<file path="config.mk">
export PLATFORM = sky130hd
export DESIGN_NAME = lane_align_buffer
export DESIGN_NICKNAME = d
export VERILOG_FILES = /design/src/rtl/lane_align_buffer.sv
export SDC_FILE = /design/constraint.sdc
export NUM_CORES = 1
export LEC_CHECK = 0
export BUFFER_PORTS_ARGS = -buffer_cell sky130_fd_sc_hd__buf_2
export CAP_MARGIN = 20
export CORE_ASPECT_RATIO = 2
export CORE_UTILIZATION = 55
export DETAILED_ROUTE_END_ITERATION = 10
export GPL_ROUTABILITY_DRIVEN = 0
export PLACE_DENSITY = 0.82
export SLEW_MARGIN = 20
export SYNTH_ARGS = -nofsm -noshare
export SYNTH_HDL_FRONTEND = slang
export SYNTH_SLANG_ARGS = --single-unit
</file>
<file path="constraint.sdc">
create_clock -name Clock -period 4.6 [get_ports Clock]
set_input_delay 0.92 -clock Clock [delete_from_list [all_inputs] [get_ports Clock]]
set_output_delay 0.92 -clock Clock [all_outputs]
set_load 0.02 [all_outputs]
</file>
<file path="src/rtl/lane_align_buffer.sv">
// lane_align_buffer: multi-lane receive alignment buffer.
// Each lane has its own FIFO. The lanes are released only after every lane holds
// data and a programmable hold delay has elapsed. After release, all lanes are
// popped in lock-step.
// Ports:
//   Clock, Reset_N       clock and asynchronous active-low reset
//   Write_Data/Enable    per-lane words and write strobes (lane i at [i*DATA_W +: DATA_W])
//   Read_Enable          consumer request for one aligned word set
//   Resync               synchronous flush and re-align request
//   Read_Data/Valid      registered aligned word set and its valid flag
//   Aligned              high while in RUN
//   Empty_For_NonAll     some lanes are empty and some are not (decoded from the counts)
//   Full_Any             some lane holds DEPTH words (decoded from the counts)
//   Overflow_Error       sticky per lane; a write to a full lane was dropped
//   Underflow_Error      sticky; a read in RUN found an empty lane
module lane_align_buffer #(
    parameter int unsigned LANES         = 4,
    parameter int unsigned DATA_W        = 8,
    parameter int unsigned DEPTH         = 16,
    parameter int unsigned RELEASE_DELAY = 0
) (
    input  logic                    Clock,
    input  logic                    Reset_N,
    input  logic [LANES*DATA_W-1:0] Write_Data,
    input  logic [LANES-1:0]        Write_Enable,
    input  logic                    Read_Enable,
    input  logic                    Resync,
    output logic [LANES*DATA_W-1:0] Read_Data,
    output logic                    Read_Valid,
    output logic                    Aligned,
    output logic                    Empty_For_NonAll,
    output logic                    Full_Any,
    output logic [LANES-1:0]        Overflow_Error,
    output logic                    Underflow_Error
);
    localparam int unsigned AW    = $clog2(DEPTH);
    localparam int unsigned CW    = AW + 1;
    localparam int unsigned DLY_W = 8;

    typedef enum logic [1:0] {
        IDLE = 2'd0,
        HOLD = 2'd1,
        RUN  = 2'd2
    } state_t;

    state_t              state, state_next;
    logic [DLY_W-1:0]    dly_cnt, dly_cnt_next;

    logic [DATA_W-1:0]   mem        [LANES][DEPTH];
    logic [AW-1:0]       wr_ptr     [LANES];
    logic [AW-1:0]       rd_ptr     [LANES];
    logic [CW-1:0]       count      [LANES];
    logic [CW-1:0]       count_next [LANES];

    logic                all_nonempty, any_nonempty, any_full, all_next_nonempty;
    logic                pop, underflow, flush;
    logic [LANES-1:0]    wr_ok, wr_drop;

    // Lane status decoded from the count registers only
    always_comb begin
        all_nonempty = 1'b1;
        any_nonempty = 1'b0;
        any_full     = 1'b0;
        for (int i = 0; i < int'(LANES); i++) begin
            if (count[i] == '0) all_nonempty = 1'b0;
            else                any_nonempty = 1'b1;
            if (count[i] == CW'(DEPTH)) any_full = 1'b1;
        end
    end

    assign pop       = (state == RUN) && Read_Enable && all_nonempty && !Resync;
    assign underflow = (state == RUN) && Read_Enable && !all_nonempty && !Resync;
    assign flush     = Resync || underflow;

    assign Empty_For_NonAll = !all_nonempty && any_nonempty;
    assign Full_Any         = any_full;

    // Write acceptance and next occupancy; a pop frees the slot a full lane needs
    always_comb begin
        wr_ok             = '0;
        wr_drop           = '0;
        all_next_nonempty = 1'b1;
        for (int i = 0; i < int'(LANES); i++) begin
            count_next[i] = count[i];
            wr_ok[i]      = Write_Enable[i] && !flush && ((count[i] < CW'(DEPTH)) || pop);
            wr_drop[i]    = Write_Enable[i] && !flush && !wr_ok[i];
            if (flush)
                count_next[i] = '0;
            else if (wr_ok[i] && !pop)
                count_next[i] = count[i] + CW'(1);
            else if (!wr_ok[i] && pop)
                count_next[i] = count[i] - CW'(1);
            if (count_next[i] == '0) all_next_nonempty = 1'b0;
        end
    end

    // Next-state logic; IDLE looks at the post-write counts so HOLD starts
    // in the first cycle every lane holds data
    always_comb begin
        state_next   = state;
        dly_cnt_next = dly_cnt;
        case (state)
            IDLE: begin
                dly_cnt_next = '0;
                if (all_next_nonempty) state_next = HOLD;
            end
            HOLD: begin
                if (all_nonempty) begin
                    if (dly_cnt == DLY_W'(RELEASE_DELAY)) state_next = RUN;
                    else dly_cnt_next = dly_cnt + DLY_W'(1);
                end
            end
            RUN: begin
                if (underflow) state_next = IDLE;
            end
            default: state_next = IDLE;
        endcase
        if (Resync) begin
            state_next   = IDLE;
            dly_cnt_next = '0;
        end
    end

    // State, pointers, counts and registered outputs
    always_ff @(posedge Clock or negedge Reset_N) begin
        if (!Reset_N) begin
            state           <= IDLE;
            dly_cnt         <= '0;
            Read_Data       <= '0;
            Read_Valid      <= 1'b0;
            Aligned         <= 1'b0;
            Overflow_Error  <= '0;
            Underflow_Error <= 1'b0;
            for (int i = 0; i < int'(LANES); i++) begin
                wr_ptr[i] <= '0;
                rd_ptr[i] <= '0;
                count[i]  <= '0;
            end
        end else begin
            state      <= state_next;
            dly_cnt    <= dly_cnt_next;
            Read_Valid <= pop;
            Aligned    <= (state_next == RUN);
            for (int i = 0; i < int'(LANES); i++) begin
                count[i] <= count_next[i];
                if (flush) begin
                    wr_ptr[i] <= '0;
                    rd_ptr[i] <= '0;
                end else begin
                    if (wr_ok[i]) wr_ptr[i] <= wr_ptr[i] + AW'(1);
                    if (pop)      rd_ptr[i] <= rd_ptr[i] + AW'(1);
                end
                if (pop) Read_Data[i*DATA_W +: DATA_W] <= mem[i][rd_ptr[i]];
            end
            if (Resync) begin
                Overflow_Error  <= '0;
                Underflow_Error <= 1'b0;
            end else begin
                Overflow_Error <= Overflow_Error | wr_drop;
                if (underflow) Underflow_Error <= 1'b1;
            end
        end
    end

    // Lane storage; contents need no reset
    always_ff @(posedge Clock) begin
        for (int i = 0; i < int'(LANES); i++) begin
            if (wr_ok[i]) mem[i][wr_ptr[i]] <= Write_Data[i*DATA_W +: DATA_W];
        end
    end

endmodule

</file>
# --- Word level (Yosys, flattened, before mapping) ---
# Memories as Yosys holds them, arrays and structs flattened.
# Index checks and enable logic that the tools add are counted.
classes:
  addsub: 17
  magnitude_cmp: 16
  eq_ne: 9
  mux: 84
  bitwise: 9
  n_reduce_logical: 61
op_table:
  columns: ["operator", "n"]
  rows:
  - ["2-to-1 mux 128 bit", 4]
  - ["binary-select mux 8 bit (select 4 bit)", 4]
  - ["demux 8 bit (select 4 bit)", 4]
  - ["2-to-1 mux 8 bit", 15]
  - ["2-to-1 mux 4 bit", 17]
  - ["2-to-1 mux 5 bit", 12]
  - [">= comparator 5 bit, second input constant", 8]
  - ["zero test 5 bit", 8]
  - ["inverter 4 -> 5 bit", 8]
  - ["adder 4 x 1 -> 4 bit, second input constant", 8]
  - ["logical AND 1 bit", 30]
  - ["2-to-1 mux 1 bit", 21]
  - ["adder 5 x 1 -> 5 bit, second input constant", 4]
  - ["== test 5 bit, second input constant", 4]
  - ["less-than comparator 5 x 1 -> 1 bit, second input constant", 4]
  - ["less-than comparator 5 bit, second input constant", 4]
  - ["subtractor 5 x 1 -> 5 bit, second input constant", 4]
  - ["case mux 8 bit (2 select lines)", 1]
  - ["nonzero test 2 bit", 6]
  - ["2-to-1 mux 2 bit", 5]
  - ["adder 8 x 1 -> 8 bit, second input constant", 1]
  - ["zero test 1 bit", 8]
  - ["zero test 8 bit", 1]
  - ["!= test 3 bit, second input constant", 2]
  - ["8 further kinds", 13]
word_totals:
  reg_bits: 101
  ram_bits: 512
  out_inout_bits: 41
  n_memories: 1
memory_table:
  columns: ["name", "words", "width", "rd", "rd_clocked_by_memory_dff", "write_ports", "line_no", "source"]
  rows:
  - ["mem", 4, 128, 4, 0, 4, "49", "logic [DATA_W-1:0] mem [LANES][DEPTH];"]

# --- Longest topological paths before layout ---
logic_depth:
  ltp_word: 26
  depth_mapped: 11
  depth_no_buf: 10

# --- Least setup slack after synthesis ---
# No wires, ideal clock.
synth_timing:
  path_type: "input to register"
  start: "in Resync"
  end: "mem mem[2][100] (netlist name), enable pin"
  t_arrival_ns: 2.982
  t_required_ns: 4.217
  setup_slack_ns: 1.235
  cell_stages: 8
  path_cell_list: "clkbuf_1 inv_1 clkbuf_1 o21ai_1 buf_2 a211oi_4 nand2_1 nor3_1"
synth_lines:
  columns: ["item", "line_no", "source"]
  rows:
  - ["start: declaration", "27", "input logic Resync,"]
  - ["end: declaration", "49", null]

==> impl_metrics.env <==
export IMPL_outcome="finished clean"
export IMPL_internal_power_mw=8.82
export IMPL_tritoncts="yes"
export IMPL_avgRoutedWirePerCell_um=26.2
export IMPL_worstSkewPairLatency_ns=0.59
export IMPL_ys_dominant_reg_cell="sky130_fd_sc_hd__edfxtp_1"
export IMPL_initial_antenna_violation_count=3
export IMPL_most_common_layout_cells="sky130_fd_sc_hd__edfxtp_1, sky130_fd_sc_hd__nand2_1, sky130_fd_sc_hd__mux4_2"
export IMPL_seq_area_frac_synth_pct=71.4
export IMPL_worst_ir_drop_vdd_uv=342
export IMPL_postPlaceCellArea_um2=26200
export IMPL_vias_per_cell=6.18
export IMPL_via_count_of_the_first_global_routing_pass=13800
export IMPL_crit_type="reg2reg"
export IMPL_max_clock_skew_ns=0.0281
export IMPL_hold_path_class="in2async"
export IMPL_dr_wl_met3_um=2360
export IMPL_relSlewSlack_pct=24.1
export IMPL_rsz0062_at_grt="false"
export IMPL_clkSinkCount=613
export IMPL_max_freq_mhz=276
export IMPL_final_period_utilization_pct=78.8
export IMPL_post_cts_resized=0
export IMPL_grt_ovfl_total=0
export IMPL_die_height_um=304
export IMPL_cts_made_buffers=49
export IMPL_grt_max_degree=46
export IMPL_critical_path_arrival_ns=3.91
export IMPL_max_cap_violations=0
export IMPL_fin_ws_ns=0.976
export IMPL_layout_drive_gt1_share_pct=23.5
export IMPL_clk_pin_slew_worst_paths_ns=0.07
export IMPL_power_share_combinational_pct=3.6
export IMPL_final_hold_worst_slack_ns=0.381
export IMPL_post_cts_setup_buffers=0
export IMPL_dieWidth_um=153
export IMPL_finalWorstPathRequiredPeriod_ns=3.62
export IMPL_holdBufCountCts=0
export IMPL_worst_slew_pin_slew_ns=1.14
export IMPL_first_pass_iters=5
export IMPL_cts_root_to_sink_buffers=3
export IMPL_syn2layout_area_growth_pct=11.4
export IMPL_worst_endpoint_required_ns=4.88
export IMPL_drt_first_iter_violations=996
export IMPL_top_routing_layer_in_use="met5"
export IMPL_ys_seq_elements=613
export IMPL_postSynthNetCount=1512
export IMPL_power_frac_seq_pct=55.5
export IMPL_power_per_standard_cell_area_nw_per_um2=395
export IMPL_htreeDepth=2
export IMPL_cellLeakagePower_nw=9.51
export IMPL_std_cell_rows=110
export IMPL_timing_setup_tns_ns=0
export IMPL_remaining_drc_errors=0
export IMPL_design_area_um2=28000
export IMPL_clkPwrFrac_pct=40.9
export IMPL_finish_stage_setup_viols=0
export IMPL_boundaryPins=81
export IMPL_wl_met1_um=18000
export IMPL_crit_path_start_kind="register"
export IMPL_buffer_ports_inserted=80
export IMPL_final_core_util_pct=62.1
export IMPL_detailed_place_hpwl_um=38800
export IMPL_yosysWarningCount=0
export IMPL_grt_first_pass_wirelength_um=83800
export IMPL_finish_net_count=1606
export IMPL_final_max_slew_viol_count=0
export IMPL_met2_wirelength_um=32200
export IMPL_dp_worst_setup_slack_ns=0.889
export IMPL_num_vias=13200
export IMPL_drtAntennaViolNets=0
export IMPL_synth_enable_flop_cells=512
export IMPL_mostFrequentLayoutCell="sky130_fd_sc_hd__edfxtp_1"
export IMPL_synthDistinctLibCells=64
export IMPL_core_area_um2=45000
export IMPL_ys_async_sr_fraction_pct=16.5
export IMPL_endpoint_kind="register"
export IMPL_synth_cell_area_um2=25100
export IMPL_power_switching_fraction_pct=20.0
export IMPL_postSynthAreaPerCell_um2=17.4
export IMPL_drt_wirelength_um=55800
export IMPL_timing_hold_violations_final=0
export IMPL_grt_use_total_pct=24.6
export IMPL_postSynthCellCount=1438
export IMPL_initial_core_util_pct=55.7
export IMPL_design_die_area_um2=46500
export IMPL_cp_max_fo=30
export IMPL_clock_root_buffer="sky130_fd_sc_hd__clkbuf_16"
export IMPL_p_sw_mw=2.21
cells by family after synthesis:
kind of cell / after synthesis / synth area share [%]
XOR/XNOR: 28 / 0.978
AND/OR/NAND/NOR: 349 / 6.60
buffers and inverters: 107 / 1.73
multiplexers: 181 / 14.0
flip-flops: 613 / 71.4
adder cells (fa/ha/maj): 34 / 1.70
AO/OA/AOI/OAI: 126 / 3.60
per-stage QoR:
| step | total power [mW] | cells |
|---|---|---|
| CTS | 11.1 | 2128 |
| floorplan | 6.42 | 1438 |
| detailed placement | 6.63 | 2041 |
| global placement | 6.61 | 2041 |
| finish | 11.0 | 2130 |
| global route | 11.3 | 2130 |
layout make-up:
cell class,count,area (µm²)
antenna,2,5.00
clock buffer,55,1270
clock inverter,32,472
fill,2996,17100
inverter,23,86.3
multi-input combinational,718,6760
sequential,613,17900
tap,560,701
timing repair buffer,127,756
registers in the layout, indices dropped and copies added, names as in the netlist:
name and cells:
rd_ptr 16, Read_Data 32, dly_cnt 8, count 20
wr_ptr 16, state 2, Aligned 1, mem 512
Overflow_Error 4, Read_Valid 1, Underflow_Error 1
worst max-delay path, cell delays in order (launching register included):
cell and delay [ns]:
sky130_fd_sc_hd__dfrtp_1 0.44, sky130_fd_sc_hd__inv_1 0.14, sky130_fd_sc_hd__ha_1 0.22, sky130_fd_sc_hd__nor4b_2 0.19
sky130_fd_sc_hd__nor4_4 0.29, sky130_fd_sc_hd__buf_4 0.26, sky130_fd_sc_hd__nand2_2 0.12, sky130_fd_sc_hd__buf_4 0.27
sky130_fd_sc_hd__a211oi_4 0.52, sky130_fd_sc_hd__nand2_1 0.25, sky130_fd_sc_hd__nor2_1 0.36, sky130_fd_sc_hd__buf_4 0.24
synth_stat cells, types with 21 or more instances:
cell / n / area [µm²]
sky130_fd_sc_hd__mux4_2: 136 / 3060
sky130_fd_sc_hd__o21ai_0: 30 / 150
sky130_fd_sc_hd__clkbuf_1: 43 / 161
sky130_fd_sc_hd__edfxtp_1: 512 / 15400
sky130_fd_sc_hd__o221ai_1: 25 / 219
sky130_fd_sc_hd__buf_1: 28 / 105
sky130_fd_sc_hd__ha_1: 34 / 425
sky130_fd_sc_hd__xor2_1: 21 / 184
sky130_fd_sc_hd__nand2_1: 152 / 571
sky130_fd_sc_hd__nor2_1: 84 / 315
sky130_fd_sc_hd__dfrtp_1: 101 / 2530
sky130_fd_sc_hd__inv_1: 22 / 82.6
sky130_fd_sc_hd__mux2i_1: 41 / 410
path summary, 6_finish.rpt:
path                                           start                   endpoint  slack (ns)  depth (start not counted)
max                               count[0]$_DFF_PN0_       mem[2][11]$_DFFE_PP_        0.98                         11
min                                          Reset_N   Read_Data[6]$_DFFE_PN0P_        0.38                          1
max in group asynchronous                    Reset_N      rd_ptr[0]$_DFFE_PN0P_        3.30                          2
max reg2reg                       count[0]$_DFF_PN0_       mem[2][11]$_DFFE_PP_        0.98                         11
min reg2reg                Read_Data[15]$_DFFE_PN0P_  Read_Data[15]$_DFFE_PN0P_        0.48                          2
min in group Clock         Read_Data[15]$_DFFE_PN0P_  Read_Data[15]$_DFFE_PN0P_        0.48                          2
power groups by stage:
stage,clock network (mW),registers (mW),logic [mW]
after floorplan,0,6.22,0.200
after global placement,0,6.23,0.380
after detailed placement,0,6.24,0.395
after CTS,4.57,6.12,0.398
after global routing,4.76,6.12,0.430
final,4.51,6.12,0.398
routing by layer:
metal,vias up,GRT usage [%]
li1,5799,-
met1,6725,24.5
met2,481,48.4
met3,150,2.83
met4,2,13.7
met5,-,0
No activity file was read; power rests on OpenSTA's default activity.
